--- src/rtl/relu.sv ---
// Registered ReLU on a sample split into signed upper and unsigned lower slices,
// with a saturating count of samples that were zeroed because they were negative.
module relu #(
    parameter int MSB_W = 6,
    parameter int LSB_W = 12,
    parameter int CNT_W = 16
) (
    input  logic                   clk,
    input  logic                   rst,
    input  logic [MSB_W-1:0]       dout_msb,
    input  logic [LSB_W-1:0]       dout_lsb,
    input  logic                   in_valid,
    output logic [MSB_W+LSB_W-1:0] dout_relu,
    output logic                   out_valid,
    output logic [CNT_W-1:0]       neg_count
);

    localparam int W = MSB_W + LSB_W;
    localparam logic [CNT_W-1:0] CNT_MAX = '1;
    localparam logic [CNT_W-1:0] CNT_ONE = CNT_W'(1);

    logic [W-1:0] sample;
    logic         is_neg;

    assign sample = {dout_msb, dout_lsb};
    assign is_neg = dout_msb[MSB_W-1];

    // Handshake: in_valid marks a sample for one cycle and there is no ready,
    // so every valid sample is taken; out_valid pulses exactly one cycle later
    // alongside its result, and dout_relu holds its value while out_valid is 0.
    always_ff @(posedge clk or posedge rst) begin
        if (rst) begin
            dout_relu <= '0;
            out_valid <= 1'b0;
            neg_count <= '0;
        end else begin
            out_valid <= in_valid;
            if (in_valid) begin
                dout_relu <= is_neg ? '0 : sample;
                if (is_neg && (neg_count != CNT_MAX)) begin
                    neg_count <= neg_count + CNT_ONE;
                end
            end
        end
    end

endmodule

--- config.mk ---
export PLATFORM = sky130hd
export DESIGN_NAME = relu
export DESIGN_NICKNAME = d
export VERILOG_FILES = /design/src/rtl/relu.sv
export SDC_FILE = /design/constraint.sdc
export NUM_CORES = 1
export LEC_CHECK = 0
export BUFFER_PORTS_ARGS = -buffer_cell sky130_fd_sc_hd__buf_2
export CAP_MARGIN = 0
export CORE_UTILIZATION = 30
export CTS_BUF_LIST = sky130_fd_sc_hd__clkbuf_16
export DETAILED_ROUTE_END_ITERATION = 10
export PLACE_DENSITY = 0.57
export SYNTH_ARGS = -nofsm -noshare
export SYNTH_HDL_FRONTEND = slang
export SYNTH_SLANG_ARGS = --single-unit
--- constraint.sdc ---
create_clock -name clk -period 1.5 [get_ports clk]
set_clock_uncertainty 0.05 [all_clocks]
set_input_delay 0.075 -clock clk [delete_from_list [all_inputs] [get_ports clk]]
set_output_delay 0.075 -clock clk [all_outputs]
set_load 0.05 [all_outputs]
Word level (Yosys, flattened, before mapping) --
Index checks and enable logic that the tools add are counted.
Word-level totals: register bits 35, input bits 21, output and inout bits 35, word-level logic and storage cells 8
Cells by class: reductions and logical operators 2, muxes and demuxes 1, add/sub/neg operators 1, eq/ne operators 1
Operator list (number):
- 17-bit two-way mux | 1
- 16-bit by 1-bit adder with 16-bit output (second input constant) | 1
- 16-bit != test (second input constant) | 1
- 2-bit AND reduction | 1
- 1-bit logical AND | 1

Logic depth before layout (Yosys ltp) --
Gate-level depths: netlist (run 1).
depth after elaboration 3, gate-level depth with buffers 6, mapped depth without buffers 5

Worst setup path after synthesis (run 1) --
OpenSTA, ideal clock, no wires.
kind reg2reg, start point register neg_count[0], end point register neg_count[1], cell stages (with the launch flop) 6, slack -0.414 ns, required time 1.325 ns, arrival time 1.739 ns, library setup time 0.125 ns, cells stage by stage dfrtp_1 -> ha_1 -> nand4_1 -> nor4_4 -> nor2_2 -> mux2_4
Between the ends: cells in the longest elaborated chain, start to end 3, elaborated cells on any way between the ends 4
RTL lines:
- start, declared | line 15 | output logic [CNT_W-1:0] neg_count
- start signal, assigned | line 41 | neg_count <= neg_count + CNT_ONE;
- parallel branches: the longest is 3 deep, another holds 16-bit by 1-bit adder with 16-bit output
Several ways; the timed one is not identified. A chain may end at the register's enable or synchronous reset.

Worst setup path in the final report (run 1) --
start point register neg_count[0], end point register neg_count[5]
The elaborated chain is that of the path after synthesis.

==> impl_metrics.env, run 1 <==
export IMPL_grt_antenna_before_repair=0
export IMPL_synth_area_top_cells="dfrtp_1 (56%), o21ai_0 (6.6%), nand2_1 (6.2%), xor2_1 (5.7%), inv_1 (4.9%)"
export IMPL_synthesis_nets=176
export IMPL_finalCritPeriodShare_pct=99.68
export IMPL_power_density_nw_per_um2=1345
export IMPL_fin_area_um2=2372
export IMPL_synth_top_area_cell="dfrtp_1"
export IMPL_routed_wl_mm=3.614
export IMPL_insertion_delay_ns=0.27
export IMPL_p_leak_nw=1.204
export IMPL_grt_first_pass_wirelength_mm=5.844
export IMPL_cts_sinks=34
export IMPL_finalHoldViolCount=0
export IMPL_tns_ns=0
export IMPL_path_clk_slew_ns=0.05
export IMPL_first_iter_violations=36
export IMPL_overflow=0
export IMPL_grt_max_degree=35
export IMPL_via_per_inst=4.351
export IMPL_synth_avg_cell_area_um2=9.904
export IMPL_rsz0062_at_grt="true"
export IMPL_synth_seq_cells=34
export IMPL_portBuffers=54
export IMPL_areaGrowthSynthToFinish_pct=55.54
export IMPL_globalplace_congestion=0.7283
export IMPL_ys_seq_area_share_pct=55.78
export IMPL_hold_class="in2reg"
export IMPL_slowest_stage="dfrtp_2"
export IMPL_die_w_um=73.30
export IMPL_layout_cells_non_filler=308
export IMPL_wire_per_inst_um=11.73
export IMPL_crit_chain="ha_4 -> nand4_1 -> nor4_4 -> buf_4 -> nor3_2 -> xor2_1"
export IMPL_final_nets=262
export IMPL_crit_required_ns=1.60
export IMPL_outcome="completed"
export IMPL_crit_buf_inv=1
export IMPL_die_area_um2=5373
export IMPL_routed_wl_met2_mm=1.606
export IMPL_core_um2=4817
export IMPL_worst_pin_slew_ns=1.033
export IMPL_synth_area_um2=1525
export IMPL_cp_data_arrival_time_ns=1.59
export IMPL_yosysTopAreaCellShare_pct=55.78
export IMPL_synth_cell_types=30
export IMPL_endpoint_kind="register"
export IMPL_highest_layer="met4"
export IMPL_track_usage_pct=14.56
export IMPL_cp_top_family="simple AND/OR/NAND/NOR gates"
export IMPL_cts_buffer_depth=2
export IMPL_fin_util_pct=49.25
export IMPL_final_cell_mix="buf_2 (54), nand2_1 (24), inv_1 (20), o21ai_0 (19), dfrtp_1 (18)"
export IMPL_root_buffer="clkbuf_16"
export IMPL_maxCapViolations=0
export IMPL_hpwl_mm=2.481
export IMPL_wl_met3_um=295
export IMPL_cp_start_kind="register"
export IMPL_placementRows=25
export IMPL_slew_viol_final=0
export IMPL_yosysWarnings=0
export IMPL_place_area_um2=2016
export IMPL_worstSetupPathType="reg2reg"
export IMPL_grt_pass1_vias=1293
export IMPL_crit_path_max_fanout=4
export IMPL_start_util_pct=31.66
export IMPL_power_mw=3.190
export IMPL_pin_count=56
export IMPL_cpPeakStageDelay_ns=0.38
export IMPL_setup_violations=0
export IMPL_htreeDepth=2
export IMPL_layout_drive_gt1_share_pct=45.23
export IMPL_max_freq_mhz=668.8
export IMPL_slew_headroom_pct=30.97
export IMPL_drt_pass1_iterations=4
export IMPL_final_common_cell="buf_2"
export IMPL_numCtsBuffers=5
export IMPL_vias=1340
export IMPL_dp_cells=282
export IMPL_cts_tree="built"
export IMPL_drc=0
export IMPL_ir_drop_v=0.0005822
export IMPL_drtAntennaViolNets=0
export IMPL_diodes=0
export IMPL_synth_cells=154
export IMPL_wirelength_met1_mm=1.652
export IMPL_final_min_clock_period_ns=1.495
export IMPL_die_h_um=73.30
[power breakdown]
group | leakage, nW | switching (mW) | internal, mW
logic | 0.715 | 0.715 | 0.372
registers | 0.422 | 0.111 | 1.05
clock network | 0.0663 | 0.345 | 0.596
total | 1.20 | 1.17 | 2.02
[cells by family (layout without fill, tap and decap cells)]
family,Yosys count,after routing,share of synthesized area (%)
AO/OA/AOI/OAI,26,26,9.188
XOR/XNOR,10,10,5.742
adder cells (fa/ha/maj),1,1,0.8202
buffers and inverters,26,113,6.726
flip-flops,34,34,55.78
multiplexers,3,3,2.461
other,1,1,0.2459
AND/OR/NAND/NOR,53,53,19.03
[through the flow]
step / setup WS, ns / hold WS (ns)
floorplan: -0.1807 / 0.05643
global placement: 0.01211 / 0.1467
detailed placement: 0.02495 / 0.1438
CTS: 0.003995 / 0.001908
global route: -0.09240 / 0.01453
finish: 0.004801 / 0.003921
[timing repair]
| item | in CTS | in global routing |
|---|---|---|
| hold buffers | 17 | 0 |
| resized for setup | 0 | 10 |
| buffers inserted | 0 | 1 |
| hold endpoints to repair | 50 | 0 |
| endpoints found under the setup margin | 0 | 11 |
[worst paths after layout]
check	depth (start not counted)	to	slack, ns	start
worst max-delay path	6	neg_count[5]	0.005	neg_count[0]
worst min-delay path	3	dout_relu[15]	0.004	dout_msb[3]
worst max register to register	6	neg_count[5]	0.005	neg_count[0]
worst min register to register	1	neg_count[10]	0.46	neg_count[10]
max in group asynchronous	4	neg_count[0]	0.68	rst
min in group asynchronous	4	dout_relu[13]	0.39	rst
[worst reg2reg max path, stage by stage (launching register included)]
cell	delay, ns
dfrtp_2	0.38
ha_4	0.15
nand4_1	0.13
nor4_4	0.28
buf_4	0.19
nor3_2	0.05
xor2_1	0.14
[flip-flops by register name, summed over array words and instances, names as in the netlist]
signal,count
dout_relu,17
out_valid,1
neg_count,16
[cells in the mapped netlist]
library cell	count
nand2_1	25
nand3_1	4
a311o_1	1
buf_2	1
ha_1	1
nor3_1	5
dfrtp_1	34
and3_1	2
clkbuf_1	4
mux2_4	1
nor4_2	1
conb_1	1
nand3_2	1
buf_4	1
nor2_2	1
and4_1	2
nor4_4	1
nand4_2	2
o21ai_1	1
inv_1	20
nor2_1	4
o21ai_0	20
a31oi_1	1
nor2b_1	1
a21oi_1	1
o22ai_1	1
mux2_2	2
nand4_1	4
o31ai_1	1
xor2_1	10
[routing by layer]
metal	global-route usage, %	up-vias
li1	-	681
met4	6.197	0
met5	0	-
met3	5.075	6
met2	23.05	57
met1	18.06	596
[final cells by class]
cell class | count | area, um^2
fillers | 460 | 2445
flip-flops and latches | 34 | 870.8
well taps | 67 | 83.83
inverters | 20 | 75.07
clock inverters | 3 | 11.26
repair buffers | 85 | 549.3
clock buffers | 5 | 125.1
multi-input cells | 94 | 656.9
No activity file was read; power rests on OpenSTA's default activity.
==> run 2, diff against run 1 <==
--- a/config.mk
+++ b/config.mk
@@ -5,12 +5,14 @@
 export SDC_FILE = /design/constraint.sdc
 export NUM_CORES = 1
 export LEC_CHECK = 0
+export ABC_AREA = 1
 export BUFFER_PORTS_ARGS = -buffer_cell sky130_fd_sc_hd__buf_2
 export CAP_MARGIN = 0
+export CORE_MARGIN = 10
 export CORE_UTILIZATION = 30
 export CTS_BUF_LIST = sky130_fd_sc_hd__clkbuf_16
 export DETAILED_ROUTE_END_ITERATION = 10
-export PLACE_DENSITY = 0.57
+export PLACE_DENSITY = 0.56
 export SYNTH_ARGS = -nofsm -noshare
 export SYNTH_HDL_FRONTEND = slang
 export SYNTH_SLANG_ARGS = --single-unit
==> impl_metrics.env, run 2 <==
export IMPL_outcome="finished, violations left"
export IMPL_violations="negative hold slack"
export IMPL_via_per_inst=4.392
export IMPL_insertion_delay_ns=0.28
export IMPL_track_usage_pct=10.21
export IMPL_grt_pass1_vias=1666
export IMPL_placementRows=27
export IMPL_diodes=0
export IMPL_synth_edf_count=0
export IMPL_die_area_um2=9180
export IMPL_final_min_clock_period_ns=1.443
export IMPL_cp_startpoint="neg_count[1]"
export IMPL_ys_seq_area_share_pct=49.35
export IMPL_hold_class="in2reg"
export IMPL_r2r_setup_slack_ns=0.06
export IMPL_largestRegisters="dout_relu (17), neg_count (16), out_valid (1)"
export IMPL_drt_pass1_iterations=4
export IMPL_power_mw=2.807
export IMPL_routed_wl_met2_mm=1.932
export IMPL_cts_buffer_depth=2
export IMPL_post_cts_buffers=0
export IMPL_r2r_end="neg_count[14]"
export IMPL_pin_count=56
export IMPL_root_buffer="clkbuf_16"
export IMPL_cts_tree="built"
export IMPL_setup_violations=0
export IMPL_areaGrowthSynthToFinish_pct=42.82
export IMPL_wirelength_met1_mm=2.179
export IMPL_ys_top_cells_by_count="nand2_1 (66), nand3_1 (37), inv_1 (35)"
export IMPL_cp_start_kind="register"
export IMPL_crit_path_max_fanout=5
export IMPL_synth_ff_type="dfrtp_1"
export IMPL_yosysWarnings=0
export IMPL_overflow=0
export IMPL_die_h_um=95.81
export IMPL_power_density_nw_per_um2=1140
export IMPL_largest_register_ffs=17
export IMPL_endpoint_kind="register"
export IMPL_final_cell_mix="nand2_1 (62), buf_2 (54), inv_1 (34), nand3_1 (31), dfrtp_1 (18)"
export IMPL_max_freq_mhz=693.0
export IMPL_synth_avg_cell_area_um2=7.529
export IMPL_synth_top_area_cell="dfrtp_1"
export IMPL_nFillCells=578
export IMPL_synth_seq_cells=34
export IMPL_wl_met3_um=508
export IMPL_highest_layer="met4"
export IMPL_start_util_pct=31.12
export IMPL_holdWs_ns=-0.004535
export IMPL_ir_drop_v=0.0003878
export IMPL_worstSetupPathType="reg2reg"
export IMPL_vias=1647
export IMPL_yosysMostFrequentCell="nand2_1"
export IMPL_drtAntennaViolNets=0
export IMPL_path_clk_slew_ns=0.06
export IMPL_layout_drive_gt1_share_pct=37.62
export IMPL_multi_input_area_um2=754.5
export IMPL_finalHoldViolCount=1
export IMPL_top_register="dout_relu"
export IMPL_slew_viol_final=0
export IMPL_fin_util_pct=44.44
export IMPL_routed_wl_mm=4.654
export IMPL_register_area_um2=870.8
export IMPL_portBuffers=54
export IMPL_cts_sinks=34
export IMPL_synth_area_top_cells="dfrtp_1 (49%), nand2_1 (14%), nand3_1 (11%), inv_1 (7.6%), o21ai_0 (4.9%)"
export IMPL_p_leak_nw=1.188
export IMPL_die_w_um=95.81
export IMPL_drc=0
export IMPL_first_iter_violations=39
export IMPL_ys_async_sr_fraction_pct=100.0
export IMPL_globalplace_congestion=0.7413
export IMPL_crit_required_ns=1.62
export IMPL_core_um2=5540
export IMPL_synth_cells=229
export IMPL_maxCapViolations=0
export IMPL_numCtsBuffers=5
export IMPL_r2r_cells=8
export IMPL_synth_area_um2=1724
export IMPL_final_common_cell="nand2_1"
export IMPL_grt_first_pass_wirelength_mm=7.541
export IMPL_synthesis_nets=251
export IMPL_yosysTopAreaCellShare_pct=49.35
export IMPL_tns_ns=0
export IMPL_finalCritPeriodShare_pct=96.20
export IMPL_rsz0062_at_grt="true"
export IMPL_final_nets=324
export IMPL_grt_antenna_before_repair=0
export IMPL_cp_data_arrival_time_ns=1.56
export IMPL_hpwl_mm=3.456
export IMPL_synth_cell_types=20
export IMPL_r2r_start="neg_count[1]"
export IMPL_htreeDepth=2
export IMPL_endpoint="neg_count[14]"
export IMPL_grt_max_degree=40
export IMPL_wire_per_inst_um=12.41
==> run 2: cell count changes after synthesis, sizes merged, moves of 4 or more <==
cell and change:
o21ai -4, nand4 -6, inv +15, nand3 +32
nand2 +43, nor2 +15, xor2 -9
==> run 2: final cells by class <==
class	instances	share of cell area, %
tap	72	3.659
clock buffer	5	5.081
timing repair buffer	75	19.11
multi-input combinational	150	30.64
clock inverter	3	0.6606
inverter	36	5.488
sequential	34	35.37
==> run 2: repair_timing <==
action                                  CTS  global route
hold buffers                              7             0
hold endpoints to repair                 40             0
gates resized for setup                   0             9
endpoints found under the setup margin    0            16
==> run 2: kinds of logic after synthesis <==
family | Yosys count | synth area share [%]
AOI/OAI and AO/OA | 17 | 4.935
xor gates and xnor gates | 2 | 1.016
adders and majority gates | 1 | 0.7256
buffers and inverters | 45 | 10.96
DFF | 34 | 49.35
other | 1 | 0.2175
and+or+nand+nor | 129 | 32.80
==> run 2: critical path, stage by stage, from the launching register on <==
cell,delay [ns]
dfrtp_2,0.38
ha_4,0.17
nand2_1,0.06
nor2_1,0.19
nand3_1,0.13
nor2_1,0.19
nand2_1,0.08
nand2_1,0.06
nand2_1,0.04
==> run 2: report_power, final <==
group          switching [mW]  leakage [nW]  internal (mW)
clock                   0.383        0.0672          0.605
sequential             0.0777         0.426           1.01
combinational           0.517         0.695          0.215
total                   0.977          1.19           1.83
==> run 2: worst min-delay path by stage <==
stage / slack [ns] / start / end / cells past startpoint
3_3_place_gp: 0.16 / rst / dout_relu[3] / 3
6_report: -0.005 / dout_msb[0] / dout_relu[12] / 3
3_5_place_dp: 0.15 / rst / dout_relu[3] / 3
5_1_grt: 0.006 / dout_msb[0] / dout_relu[12] / 3
4_1_cts: 0.0006 / dout_msb[0] / dout_relu[12] / 3
2_1_floorplan: 0.06 / in_valid / out_valid / 0
==> run 2: metrics by stage <==
| step | hold WS [ns] | area [um^2] | std cells | setup slack, ns |
|---|---|---|---|---|
| finish | -0.004535 | 2462 | 375 | 0.05694 |
| detailed placement | 0.1504 | 2221 | 360 | 0.03275 |
| CTS | 0.0005742 | 2432 | 375 | 0.02307 |
| global route | 0.005863 | 2462 | 375 | -0.06217 |
| global placement | 0.1560 | 2221 | 360 | 0.05858 |
| floorplan | 0.05643 | 1784 | 229 | -0.09597 |
==> run 2: routing by layer <==
layer,track usage [%],vias to the layer above
li1,-,851
met1,11.87,746
met2,16.93,46
met3,4.436,4
met4,2.580,0
met5,0,-
